==> src/rtl/vecmat_row_collect.sv <==
// vecmat_row_collect: tile accumulation with saturation and row packing
// Collects per-column dot-product results into packed rows with one spare row buffer.
module vecmat_row_collect #(
    parameter int DATA_WIDTH = 16,
    parameter int VECT_DEPTH = 32,
    parameter int NUM_TILES  = 1
) (
    input  logic                             clk,
    input  logic                             reset,
    input  logic [DATA_WIDTH-1:0]            in_data,
    input  logic                             in_valid,
    output logic                             in_ready,
    output logic [DATA_WIDTH*VECT_DEPTH-1:0] out_data,
    output logic                             out_valid,
    input  logic                             out_ready,
    output logic                             out_sat
);

    localparam int RW = DATA_WIDTH * VECT_DEPTH;
    localparam int TW = (NUM_TILES > 1) ? $clog2(NUM_TILES) : 1;
    localparam int EW = (VECT_DEPTH > 1) ? $clog2(VECT_DEPTH) : 1;

    localparam logic [TW-1:0] TILE_LAST = TW'(NUM_TILES - 1);
    localparam logic [EW-1:0] ELEM_LAST = EW'(VECT_DEPTH - 1);

    localparam logic [DATA_WIDTH-1:0] SAT_MAX = {1'b0, {(DATA_WIDTH-1){1'b1}}};
    localparam logic [DATA_WIDTH-1:0] SAT_MIN = {1'b1, {(DATA_WIDTH-1){1'b0}}};

    localparam logic [0:0] COLLECT = 1'b0;
    localparam logic [0:0] FULL    = 1'b1;

    logic [0:0]            state;
    logic [TW-1:0]         tile_cnt;
    logic [EW-1:0]         elem_cnt;
    logic [DATA_WIDTH-1:0] acc;
    logic [RW-1:0]         coll;
    logic                  sat_flag;
    logic                  buf_sat;

    logic                  accept;
    logic                  first_tile;
    logic                  last_tile;
    logic                  last_elem;
    logic                  row_done;
    logic                  out_free;
    logic [DATA_WIDTH:0]   sum;
    logic                  ovf;
    logic [DATA_WIDTH-1:0] sat_val;
    logic [DATA_WIDTH-1:0] elem_val;
    logic                  clamp;
    logic                  row_sat;
    logic [RW-1:0]         row_next;

    assign in_ready   = (state == COLLECT) && !reset;
    assign accept     = in_valid && in_ready;
    assign first_tile = (tile_cnt == '0);
    assign last_tile  = (tile_cnt == TILE_LAST);
    assign last_elem  = (elem_cnt == ELEM_LAST);
    assign row_done   = accept && last_tile && last_elem;
    assign out_free   = !out_valid || out_ready;

    // Saturating 17-bit add of the running partial and the incoming partial
    always_comb begin
        sum      = {acc[DATA_WIDTH-1], acc} + {in_data[DATA_WIDTH-1], in_data};
        ovf      = sum[DATA_WIDTH] ^ sum[DATA_WIDTH-1];
        sat_val  = sum[DATA_WIDTH-1:0];
        if (ovf) begin
            sat_val = sum[DATA_WIDTH] ? SAT_MIN : SAT_MAX;
        end
        elem_val = first_tile ? in_data : sat_val;
        clamp    = accept && !first_tile && ovf;
        row_sat  = sat_flag || clamp;
    end

    // Completed row as it will look once the final slot is written
    always_comb begin
        row_next = coll;
        row_next[int'(elem_cnt)*DATA_WIDTH +: DATA_WIDTH] = elem_val;
    end

    // Counters, accumulator, collection slots and row-local saturation flag
    always_ff @(posedge clk) begin
        if (reset) begin
            tile_cnt <= '0;
            elem_cnt <= '0;
            acc      <= '0;
            coll     <= '0;
            sat_flag <= 1'b0;
        end else if (accept) begin
            tile_cnt <= last_tile ? '0 : tile_cnt + 1'b1;
            if (last_tile) begin
                coll[int'(elem_cnt)*DATA_WIDTH +: DATA_WIDTH] <= elem_val;
                elem_cnt <= last_elem ? '0 : elem_cnt + 1'b1;
            end else begin
                acc <= elem_val;
            end
            sat_flag <= row_done ? 1'b0 : row_sat;
        end
    end

    // Output register and spare-row state: load, park or drain
    always_ff @(posedge clk) begin
        if (reset) begin
            state     <= COLLECT;
            out_valid <= 1'b0;
            out_data  <= '0;
            out_sat   <= 1'b0;
            buf_sat   <= 1'b0;
        end else if (row_done && out_free) begin
            out_data  <= row_next;
            out_sat   <= row_sat;
            out_valid <= 1'b1;
        end else if (row_done) begin
            state   <= FULL;
            buf_sat <= row_sat;
        end else if (state == FULL && out_ready) begin
            out_data <= coll;
            out_sat  <= buf_sat;
            state    <= COLLECT;
        end else if (out_valid && out_ready) begin
            out_valid <= 1'b0;
        end
    end

endmodule

==> config.mk <==
export PLATFORM = sky130hd
export DESIGN_NAME = vecmat_row_collect
export DESIGN_NICKNAME = d
export VERILOG_FILES = /design/src/rtl/vecmat_row_collect.sv
export SDC_FILE = /design/constraint.sdc
export NUM_CORES = 2
export LEC_CHECK = 0
export CELL_PAD_IN_SITES_DETAIL_PLACEMENT = 2
export CELL_PAD_IN_SITES_GLOBAL_PLACEMENT = 2
export CORE_ASPECT_RATIO = 0.5
export CORE_MARGIN = 3
export CORE_UTILIZATION = 30
export CTS_CLUSTER_DIAMETER = 30
export DETAILED_ROUTE_END_ITERATION = 10
export DONT_BUFFER_PORTS = 1
export PLACE_DENSITY_LB_ADDON = 0.05
export SLEW_MARGIN = 20
export SYNTH_ARGS = -nofsm -noshare
export SYNTH_HDL_FRONTEND = slang
export SYNTH_SLANG_ARGS = --single-unit
export TNS_END_PERCENT = 1
==> constraint.sdc <==
create_clock -name clk -period 6.5 [get_ports clk]
set_input_delay 1.3 -clock clk [delete_from_list [all_inputs] [get_ports clk]]
set_output_delay 1.3 -clock clk [all_outputs]
set_load 0.01 [all_outputs]
==> results.ini <==
[clock_network]
cts_inserted_buffers=197
cts_hold_buf=0
cts_max_level=4
cts_buffer_depth=4
post_cts_buffers=0
clock_latency_ns=0.81
cts_sinks=1031
cts_resized=0
path_clk_slew_ns=0.06
cts_tree=built
clockRootBuffer=clkbuf_16

[worst_setup_path]
critPathKind=in2reg
max_stage_delay_ns=0.97
worst_setup_path_end_kind=flop
slowest_stage=nor3_1
crit_family=simple AND/OR/NAND/NOR gates
worstPathCellList=nor3b_2 > nand3_1 > nor3_1 > nand2_1 > mux2i_1
startpoint_type=input port
cp.arrival_ns=5.91
cp.required_ns=7.20
path_max_fanout=1023
worst-path-buf-inv=0

[sta]
worst_pin_slew_ns=4.00
finalSetupTns_ns=0
layout_setup_ws_ns=1.29
skew_ns=0.0313
setup_viol=0
hold_violations=0
post-route-period-util=0.802
slew_viol_final=972
rsz0062_at_grt=no
finalCriticalPeriod_ns=5.21
maxSlewHeadroom=-1.67
fmaxAchievable_ghz=0.192

[global_route]
grt.overflow.total=0
grt_pass1_wl_mm=296
grt_usage=0.259
grt_pass1_vias=40373
antenna_found_initial=8
grt_max_degree=1024

[layout]
syn2layout_area_growth_pct=18.2
final_cell_mix=dfxtp_1, nor2_1, mux2i_1, nor3_1, nand2b_1
drive_gt1_frac=0.108
final_cells=6773
final_common_cell=dfxtp_1
nFillCells=15616
fin_nets=4687

[pwr]
p_int_uw=13300
swShare=0.233
power_per_cell_area_nw_per_um2=333
sequentialPowerShare=0.366
comb_power_share=0.021
vdd_drop_max_uv=198
total_leakage_power_uw=0.0195
p_clk_frac=0.612
p_sw_uw=4030

[synthesis]
netlist_area_sq_um=44000
synth_cell_types=61
yosysWarningCount=0
syn_avg_cell_area_sq_um=8.98
synth_edf_count=0
synth_seq_area_share=0.469
synth_cells=4903
synth_nets=4927
ys.flop_type=dfxtp_1
yosys_register_bits=1031
async_reset_ff_frac=0

[floorplan]
die_h_um=277
io_pins=535
row_count=98
initial_core_util=0.305
dieArea_sq_um=152000
core_area_sq_um=144000
fp.dieW_um=548

[placed_design]
dp_slack_ns=1.37
gp_congestion=0.769
dp_cells=6412
dp_hpwl_mm=128
port_buffers=0

[status]
status=finished, violations left
violations=slew limit

[route]
drcViolationCount=0
dr.first_iter.drc_count=2580
avgViaCountPerCell=5.72
ant_nets=0
drt-pass1-iter-count=5
vias=38762
finalWirelength_mm=204
wl_per_cell_um=30.2

[min_path]
hold_class=reg2reg

[run]
cap_violations=0

-- tightest hold or removal path, cell delays in order, from the launching register on --
cell and delay (ns):
dfxtp_1 0.31, nand2b_1 0.06, o21ai_0 0.06
-- power by group through the flow --
stage / clock [uW] / sequential (uW) / combinational, uW
2_1_floorplan: 0 / 6470 / 310
3_3_place_gp: 0 / 6470 / 346
3_5_place_dp: 0 / 6470 / 352
4_1_cts: 10800 / 6340 / 354
5_1_grt: 11200 / 6340 / 374
6_report: 10600 / 6340 / 370
-- Yosys cell counts (all sizes together), types with 4 or more instances --
cell,number,area [sq um]
buf,127,671
nor3,345,1770
o21ai,204,1020
nand3b,164,1230
o22ai,97,607
or2,12,75.1
a31oi,8,50.1
dfxtp,1031,20600
a311oi,32,280
clkbuf,379,1420
ha,4,50.1
a22oi,96,721
a21o,18,135
and2,8,50.1
o311ai,13,114
mux2,13,146
nand2,224,863
nand3,111,576
nand2b,297,1860
a21oi,24,120
o311a,10,100
nor2,647,2430
nor3b,52,395
nand4,67,434
a211oi,81,608
o21bai,37,278
a221oi,269,2360
inv,9,33.8
mux2i,400,4010
and3,9,56.3
or3,6,37.5
nor2b,13,81.3
nor4,60,457
a31o,23,201
-- per-layer routing --
layer | vias up | global-route usage | share of wire
met5 | - | 0 | 0
met4 | 0 | 0.0601 | 0.022
met3 | 263 | 0.0483 | 0.050
met2 | 850 | 0.430 | 0.47
met1 | 20351 | 0.347 | 0.46
li1 | 17298 | - | -
-- flip-flops by register name (all words and copies together) (netlist names) --
name	flops
coll	512
out_data	512
out_valid	1
elem_cnt	5
state	1
-- stage by stage --
| stage | area, sq um | power, uW | hold slack (ns) | util |
|---|---|---|---|---|
| after floorplan | 44000 | 6780 | 0.449 | - |
| after global placement | 45200 | 6820 | 0.458 | 0.313 |
| after detailed placement | 45200 | 6820 | 0.470 | 0.313 |
| after CTS | 51900 | 17500 | 0.479 | 0.360 |
| after global routing | 52000 | 17900 | 0.499 | 0.360 |
| final | 52000 | 17300 | 0.477 | 0.360 |
-- worst paths after layout --
path               start         to  slack [ns]  cells past startpoint
min            coll[404]  coll[404]        0.48                      2
min reg2reg    coll[404]  coll[404]        0.48                      2
max reg2reg  elem_cnt[0]  coll[494]        1.30                      9
max                reset  coll[494]        1.29                      5
-- cells by family (layout without fill, tap and decap cells) --
logic type | Yosys count | after routing | share of synthesized area
and+or+nand+nor | 2022 | 2022 | 0.236
DFF | 1031 | 1031 | 0.469
AOI/OAI and AO/OA | 914 | 914 | 0.150
buffers and inverters | 515 | 432 | 0.0483
muxes | 413 | 413 | 0.0944
adders and majority gates | 4 | 4 | 0.00114
xor gates and xnor gates | 3 | 3 | 0.000768
other | 1 | 4 | 0.0000852
-- area by class of cell --
type	count	area (sq um)	area share
Clock inverter	115	1370	0.0264
Timing Repair Buffer	67	606	0.0116
Sequential cell	1031	20600	0.397
Multi-Input combinational cell	3357	21500	0.413
Clock buffer	241	5400	0.104
Tap cell	1950	2440	0.0469
Antenna cell	3	7.51	0.000144
Inverter	9	33.8	0.000650
Power figures use the tool's default switching activity.
